File: src/rtl/qu_common_pkg.sv
// Shared Qu core types: ROB geometry, entry state encoding, destination and cell layout.
// No logic; imported by the ROB and its lookup helper.
// Backpressure: not applicable.
package qu_common_pkg;

    localparam int ROB_DEPTH  = 8;
    localparam int DEST_WIDTH = 32;

    localparam logic [1:0] ROB_STATE_EMPTY   = 2'b00;
    localparam logic [1:0] ROB_STATE_RETIRED = 2'b01;
    localparam logic [1:0] ROB_STATE_EXECUTE = 2'b10;
    localparam logic [1:0] ROB_STATE_PENDING = 2'b11;

    typedef enum logic [1:0] {
        ROB_EMPTY   = ROB_STATE_EMPTY,
        ROB_RETIRED = ROB_STATE_RETIRED,
        ROB_EXECUTE = ROB_STATE_EXECUTE,
        ROB_PENDING = ROB_STATE_PENDING
    } rob_state_t;

    typedef logic [DEST_WIDTH-1:0]        dest_t;
    typedef logic [$clog2(ROB_DEPTH)-1:0] rob_addr_t;

    typedef struct packed {
        rob_state_t  state;
        logic        mispredicted_branch;
        logic        load;
        logic        store;
        dest_t       dest;
        logic [31:0] value;
    } rob_cell_t;

    // Entry is allocated and still waiting for its CDB result.
    function automatic logic rob_in_flight(input rob_state_t s);
        return (s == ROB_PENDING) || (s == ROB_EXECUTE);
    endfunction

endpackage

File: src/rtl/qu_rob_lookup.sv
// Operand lookup: reads one ROB entry by tag, forwarding a same-cycle CDB writeback.
// Latency: combinational.
// Backpressure: none; value is zero whenever ready is low.
module qu_rob_lookup
    import qu_common_pkg::*;
#(
    parameter int DEPTH       = 8,
    parameter int VALUE_WIDTH = 32
) (
    input  rob_state_t                 state_i [DEPTH],
    input  logic [VALUE_WIDTH-1:0]     value_i [DEPTH],
    input  logic [$clog2(DEPTH)-1:0]   tag_i,
    input  logic                       wb_valid_i,
    input  logic [$clog2(DEPTH)-1:0]   wb_tag_i,
    input  logic [VALUE_WIDTH-1:0]     wb_value_i,
    output logic                       ready_o,
    output logic [VALUE_WIDTH-1:0]     value_o
);

    always_comb begin
        ready_o = 1'b0;
        value_o = '0;
        if (wb_valid_i && (wb_tag_i == tag_i) && rob_in_flight(state_i[tag_i])) begin
            ready_o = 1'b1;
            value_o = wb_value_i;
        end else if (state_i[tag_i] == ROB_RETIRED) begin
            ready_o = 1'b1;
            value_o = value_i[tag_i];
        end
    end

endmodule

File: src/rtl/qu_rob_n.sv
// Parametrised reorder buffer: in-order allocate/commit, out-of-order writeback, full flush on mispredict.
// Latency: writeback visible at commit next cycle; operand lookup bypasses same cycle; flush_o one cycle after commit.
// Backpressure: alloc_ready_o low when full or a mispredicted head is committable; commit waits on commit_ready_i.
module qu_rob_n
    import qu_common_pkg::*;
#(
    parameter  int DEPTH       = ROB_DEPTH,
    parameter  int VALUE_WIDTH = 32,
    localparam int ADDR_WIDTH  = $clog2(DEPTH)
) (
    input  logic                   clk,
    input  logic                   rst_n,
    input  logic                   alloc_valid_i,
    output logic                   alloc_ready_o,
    input  logic [31:0]            alloc_dest_i,
    input  logic                   alloc_load_i,
    input  logic                   alloc_store_i,
    output logic [ADDR_WIDTH-1:0]  alloc_tag_o,
    input  logic                   exec_valid_i,
    input  logic [ADDR_WIDTH-1:0]  exec_tag_i,
    input  logic                   wb_valid_i,
    input  logic [ADDR_WIDTH-1:0]  wb_tag_i,
    input  logic [VALUE_WIDTH-1:0] wb_value_i,
    input  logic                   wb_mispredict_i,
    input  logic [ADDR_WIDTH-1:0]  qj_tag_i,
    input  logic [ADDR_WIDTH-1:0]  qk_tag_i,
    output logic                   qj_ready_o,
    output logic                   qk_ready_o,
    output logic [VALUE_WIDTH-1:0] qj_value_o,
    output logic [VALUE_WIDTH-1:0] qk_value_o,
    output logic                   commit_valid_o,
    input  logic                   commit_ready_i,
    output logic [ADDR_WIDTH-1:0]  commit_tag_o,
    output logic [VALUE_WIDTH-1:0] commit_value_o,
    output logic [31:0]            commit_dest_o,
    output logic                   commit_load_o,
    output logic                   commit_store_o,
    output logic                   flush_o,
    output logic [ADDR_WIDTH:0]    count_o,
    output logic                   full_o,
    output logic                   empty_o
);

    typedef struct packed {
        rob_state_t             state;
        logic                   mispredicted_branch;
        logic                   load;
        logic                   store;
        dest_t                  dest;
        logic [VALUE_WIDTH-1:0] value;
    } cell_t;

    cell_t                  rob_q [DEPTH];
    logic [ADDR_WIDTH-1:0]  head_q;
    logic [ADDR_WIDTH-1:0]  tail_q;
    logic [ADDR_WIDTH:0]    count_q;
    logic                   flush_q;

    rob_state_t             state_w [DEPTH];
    logic [VALUE_WIDTH-1:0] value_w [DEPTH];
    cell_t                  head_cell;
    logic                   alloc_fire;
    logic                   commit_fire;
    logic                   flush_req;

    always_comb begin
        for (int i = 0; i < DEPTH; i++) begin
            state_w[i] = rob_q[i].state;
            value_w[i] = rob_q[i].value;
        end
    end

    assign head_cell      = rob_q[head_q];
    assign commit_valid_o = (head_cell.state == ROB_RETIRED);
    assign commit_tag_o   = head_q;
    assign commit_value_o = head_cell.value;
    assign commit_dest_o  = head_cell.dest;
    assign commit_load_o  = head_cell.load;
    assign commit_store_o = head_cell.store;

    assign full_o        = (count_q == (ADDR_WIDTH+1)'(DEPTH));
    assign empty_o       = (count_q == '0);
    assign count_o       = count_q;
    assign flush_o       = flush_q;
    assign alloc_tag_o   = tail_q;
    // Freeze dispatch while a mispredicted head can retire so the flush cannot swallow a new entry.
    assign alloc_ready_o = !full_o && !(commit_valid_o && head_cell.mispredicted_branch);

    assign alloc_fire  = alloc_valid_i && alloc_ready_o;
    assign commit_fire = commit_valid_o && commit_ready_i;
    assign flush_req   = commit_fire && head_cell.mispredicted_branch;

    always_ff @(posedge clk or negedge rst_n) begin
        if (!rst_n) begin
            for (int i = 0; i < DEPTH; i++) begin
                rob_q[i] <= '0;
            end
            head_q  <= '0;
            tail_q  <= '0;
            count_q <= '0;
            flush_q <= 1'b0;
        end else begin
            flush_q <= flush_req;
            if (flush_req) begin
                for (int i = 0; i < DEPTH; i++) begin
                    rob_q[i].state <= ROB_EMPTY;
                end
                head_q  <= '0;
                tail_q  <= '0;
                count_q <= '0;
            end else begin
                if (exec_valid_i && (rob_q[exec_tag_i].state == ROB_PENDING)) begin
                    rob_q[exec_tag_i].state <= ROB_EXECUTE;
                end
                // Placed after the exec mark so a same-tag writeback overrides it.
                if (wb_valid_i && rob_in_flight(rob_q[wb_tag_i].state)) begin
                    rob_q[wb_tag_i].state               <= ROB_RETIRED;
                    rob_q[wb_tag_i].value               <= wb_value_i;
                    rob_q[wb_tag_i].mispredicted_branch <= wb_mispredict_i;
                end
                if (alloc_fire) begin
                    rob_q[tail_q] <= '{state:               ROB_PENDING,
                                       mispredicted_branch: 1'b0,
                                       load:                alloc_load_i,
                                       store:               alloc_store_i,
                                       dest:                alloc_dest_i,
                                       value:               '0};
                    tail_q <= tail_q + 1'b1;
                end
                if (commit_fire) begin
                    rob_q[head_q].state <= ROB_EMPTY;
                    head_q              <= head_q + 1'b1;
                end
                case ({alloc_fire, commit_fire})
                    2'b10:   count_q <= count_q + 1'b1;
                    2'b01:   count_q <= count_q - 1'b1;
                    default: count_q <= count_q;
                endcase
            end
        end
    end

    qu_rob_lookup #(.DEPTH(DEPTH), .VALUE_WIDTH(VALUE_WIDTH)) u_lookup_qj (
        .state_i    (state_w),
        .value_i    (value_w),
        .tag_i      (qj_tag_i),
        .wb_valid_i (wb_valid_i),
        .wb_tag_i   (wb_tag_i),
        .wb_value_i (wb_value_i),
        .ready_o    (qj_ready_o),
        .value_o    (qj_value_o)
    );

    qu_rob_lookup #(.DEPTH(DEPTH), .VALUE_WIDTH(VALUE_WIDTH)) u_lookup_qk (
        .state_i    (state_w),
        .value_i    (value_w),
        .tag_i      (qk_tag_i),
        .wb_valid_i (wb_valid_i),
        .wb_tag_i   (wb_tag_i),
        .wb_value_i (wb_value_i),
        .ready_o    (qk_ready_o),
        .value_o    (qk_value_o)
    );

endmodule

File: config.mk
export PLATFORM = sky130hd
export DESIGN_NAME = qu_rob_n
export DESIGN_NICKNAME = d
export VERILOG_FILES = /design/src/rtl/qu_common_pkg.sv /design/src/rtl/qu_rob_lookup.sv /design/src/rtl/qu_rob_n.sv
export SDC_FILE = /design/constraint.sdc
export NUM_CORES = 1
export LEC_CHECK = 0
export BUFFER_PORTS_ARGS = -buffer_cell sky130_fd_sc_hd__clkbuf_2
export CORE_MARGIN = 2
export CORE_UTILIZATION = 50
export DETAILED_ROUTE_END_ITERATION = 16
export PLACE_DENSITY = 0.68
export SYNTH_ARGS = -nofsm -noshare
export SYNTH_HDL_FRONTEND = slang
export SYNTH_SLANG_ARGS = --single-unit
File: constraint.sdc
create_clock -name clk -period 4.6 [get_ports clk]
set_input_delay 0.46 -clock clk [delete_from_list [all_inputs] [get_ports clk]]
set_output_delay 0.46 -clock clk [all_outputs]
set_load 0.1 [all_outputs]
==> summary.txt <==
Outcome
  – Status: finished clean

Global routing
  – Initial antenna violation count: 15
  – First-pass GRT wire length: 146,000 um
  – Vias in the first global route: 23,869
  – Global router's overall resource usage: 0.304
  – Total grt overflow: 0
  – Largest net degree at the start of global routing: 125

Finish
  – Share of layout cells above drive strength 1: 0.313
  – Number of nets in the layout: 2,689
  – Area Growth Syn to Fin: 16.3%
  – Fill cells: 4,725
  – Layout Cells excl Fill: 3,420

Worst hold path
  – Hold path depth: 2
  – Hold_sp: alloc_dest_i[2]
  – HP Class: input port to flop

Floorplanning
  – # rows: 89
  – Die Y: 249 um
  – Chip Width: 249 um
  – Die area: 0.0622 mm^2
  – Starting density of the core: 0.508
  – Core ar.: 0.0592 mm^2
  – I/O pin total: 232

Logic synthesis
  – Syn Inst Count: 2,489
  – Flops & latches, synth: 563
  – Main synth FF type: dfrtp_1
  – Post-Syn Nets: 2,580
  – Seq/Total Area, Yosys: 0.468
  – Mean Syn Cell Area: 12.1 um^2
  – EDFF count, synth: 0
  – Async set-or-reset flop fraction in the synthesized netlist: 1.00
  – Cell area after synthesis: 0.0301 mm^2
  – Synth Warn #: 0
  – Distinct cell type count after synthesis: 57

Timing
  – Final hold viol count: 0
  – Tmin final: 4350 ps
  – Fin. max-slew vios: 0
  – Worst Skew: 26.4 ps
  – Slew HR: 0.296
  – Final count of negative-setup-slack endpoints: 0
  – RSZ-0062 raised after global routing: no
  – Final Cycle Share: 0.946
  – Slew @ Worst Pin: 1060 ps
  – Max Freq: 230 MHz
  – Final worst slack: 250 ps
  – Setup TNS: 0 ps
  – Hold_ws: 142 ps

Detailed routing
  – Antenna viol nets, final: 0
  – Final WL: 94,800 um
  – WL/cell: 27.7 um
  – DRC: 0
  – DR WL met3: 9710 um
  – 1st-pass router iterations: 6
  – DR iter-0 viols: 2,398
  – Top Layer Used: met5
  – Wl on met1: 36,500 um
  – Via Count: 22,862
  – Met2 WL: 44,300 um
  – Via/cell ratio: 6.68

CTS
  – CTS tree: built
  – CTS root buf: clkbuf_16
  – Inserted Clock Buffers: 59
  – Clock Sinks: 563
  – Post-CTS setup buffers: 0
  – Clock latency on the worst-skew pair: 660 ps
  – Worst-path clk slew: 60 ps
  – Clk buf depth: 3
  – H-tree depth: 2

Place
  – Final GP Congestion: 0.895
  – Buffers added on ports: 231
  – DP Cell Count: 3,309
  – DPL Wire Length: 53,300 um
  – Worst slack at placement: 578 ps

Critical path
  – FF-to-FF setup slack: 570 ps
  – CP max FO: 57
  – WP data required: 4140 ps
  – Critical Path AT: 3890 ps
  – Crit path kind: flop to primary output
  – Worst reg2reg startpoint: commit_tag_o[2]
  – Crit start category: flop
  – R2r endpoint: count_o[3]
  – Worst R2R Path Depth: 13
  – Setup crit end kind: primary output

Power and ir drop
  – VDD IR-drop max: 0.914 mV
  – Leak Pwr: 16.8 nW
  – Tot Pwr: 28.4 mW
  – P per Cell Area: 811 mW/mm^2

Flow run
  – Max Cap Viol: 0
cell type report:
type / count / area, um^2 / area share
timing repair buffer: 296 / 2810 / 0.0802
tap: 773 / 967 / 0.0276
multi-input combinational: 1670 / 15100 / 0.432
clock buffer: 79 / 1640 / 0.0469
clock inverter: 26 / 338 / 0.00965
inverter: 8 / 30.0 / 0.000857
antenna: 5 / 12.5 / 0.000357
sequential: 563 / 14100 / 0.402
cell usage after synthesis (2+ instances only):
master	count	share of area
buf_6	7	0.0026
clkbuf_1	127	0.016
nor4_2	5	0.0021
xnor2_1	7	0.0020
xor2_1	4	0.0012
nor3_1	3	0.00050
nand3b_1	2	0.00050
a32oi_1	7	0.0020
a31o_2	2	0.00058
inv_1	8	0.0010
ha_1	6	0.0025
mux2i_1	338	0.11
o21bai_1	7	0.0017
mux2_2	259	0.097
o31ai_1	2	0.00050
nor3b_1	2	0.00050
a21oi_1	8	0.0013
mux4_2	141	0.11
or2_2	3	0.00062
nand3_1	4	0.00066
buf_1	39	0.0049
o21ai_0	75	0.012
dfrtp_1	563	0.47
nor2_1	278	0.035
buf_4	3	0.00075
nand2b_1	12	0.0025
or4_1	7	0.0017
a31oi_1	2	0.00042
nand4_1	73	0.015
nor2b_1	5	0.0010
and2_1	4	0.00083
and3_1	2	0.00042
nor4_1	4	0.00083
nand2_1	95	0.012
a21o_1	4	0.0010
a22oi_1	272	0.068
mux2_1	18	0.0067
buf_2	72	0.012
placed cells by master (no fill, tap or decap), types with 40 or more instances in the layout:
cell	instances
clkbuf_2	161
mux2i_1	338
nor2_1	277
buf_4	54
a22oi_1	272
mux4_2	141
nand4_1	73
dfrtp_1	563
o21ai_1	40
nand2_1	95
buf_12	78
clkbuf_16	59
mux2_2	259
worst max path at each step:
stage / slack [ps] / cells past startpoint / startpoint / to
after detailed placement: 580 / 13 / commit_tag_o[2] / count_o[3]
final: 250 / 7 / commit_tag_o[2] / commit_value_o[28]
after CTS: 210 / 7 / commit_tag_o[2] / commit_value_o[28]
after global routing: 200 / 7 / commit_tag_o[2] / commit_value_o[28]
after floorplan: 20 / 6 / qj_tag_i[0] / qj_value_o[10]
after global placement: 700 / 13 / commit_tag_o[2] / count_o[3]
critical path, stage by stage, from the launching register on:
cell,delay (ps)
dfrtp_1,570
buf_4,300
nor3b_2,220
buf_4,260
buf_4,840
a22oi_1,230
nand4_1,280
clkbuf_2,520
report_power, final:
group | internal [mW] | total (mW) | leakage [nW] | switching (mW)
Sequential | 7.16 | 9.01 | 7.18 | 1.85
Combinational | 4.43 | 14.5 | 8.63 | 10.1
Clock | 2.79 | 4.87 | 0.949 | 2.08
cells by family after synthesis:
logic type | Yosys count | synth area share
adders and majority gates | 6 | 0.00249
buffers and inverters | 256 | 0.0370
muxes | 756 | 0.321
and+or+nand+nor | 508 | 0.0772
AOI/OAI and AO/OA | 389 | 0.0906
DFF | 563 | 0.468
xor gates and xnor gates | 11 | 0.00320
metal layers:
metal,vias to the layer above,track usage
li1,9517,-
met5,-,0
met2,1329,0.481
met3,291,0.0750
met4,20,0.145
met1,11705,0.395
through the flow:
step / util / area, um^2
floorplan: - / 30100
global placement: 0.557 / 33000
detailed placement: 0.557 / 33000
CTS: 0.591 / 35000
global route: 0.591 / 35000
finish: 0.591 / 35000
timing repair:
action	in CTS	in global routing
endpoints found under the hold margin	103	0
gates resized for setup	0	1
hold buffers	1	0
endpoints found under the setup margin	0	1
Note: power is estimated with default switching activity, not from simulation.
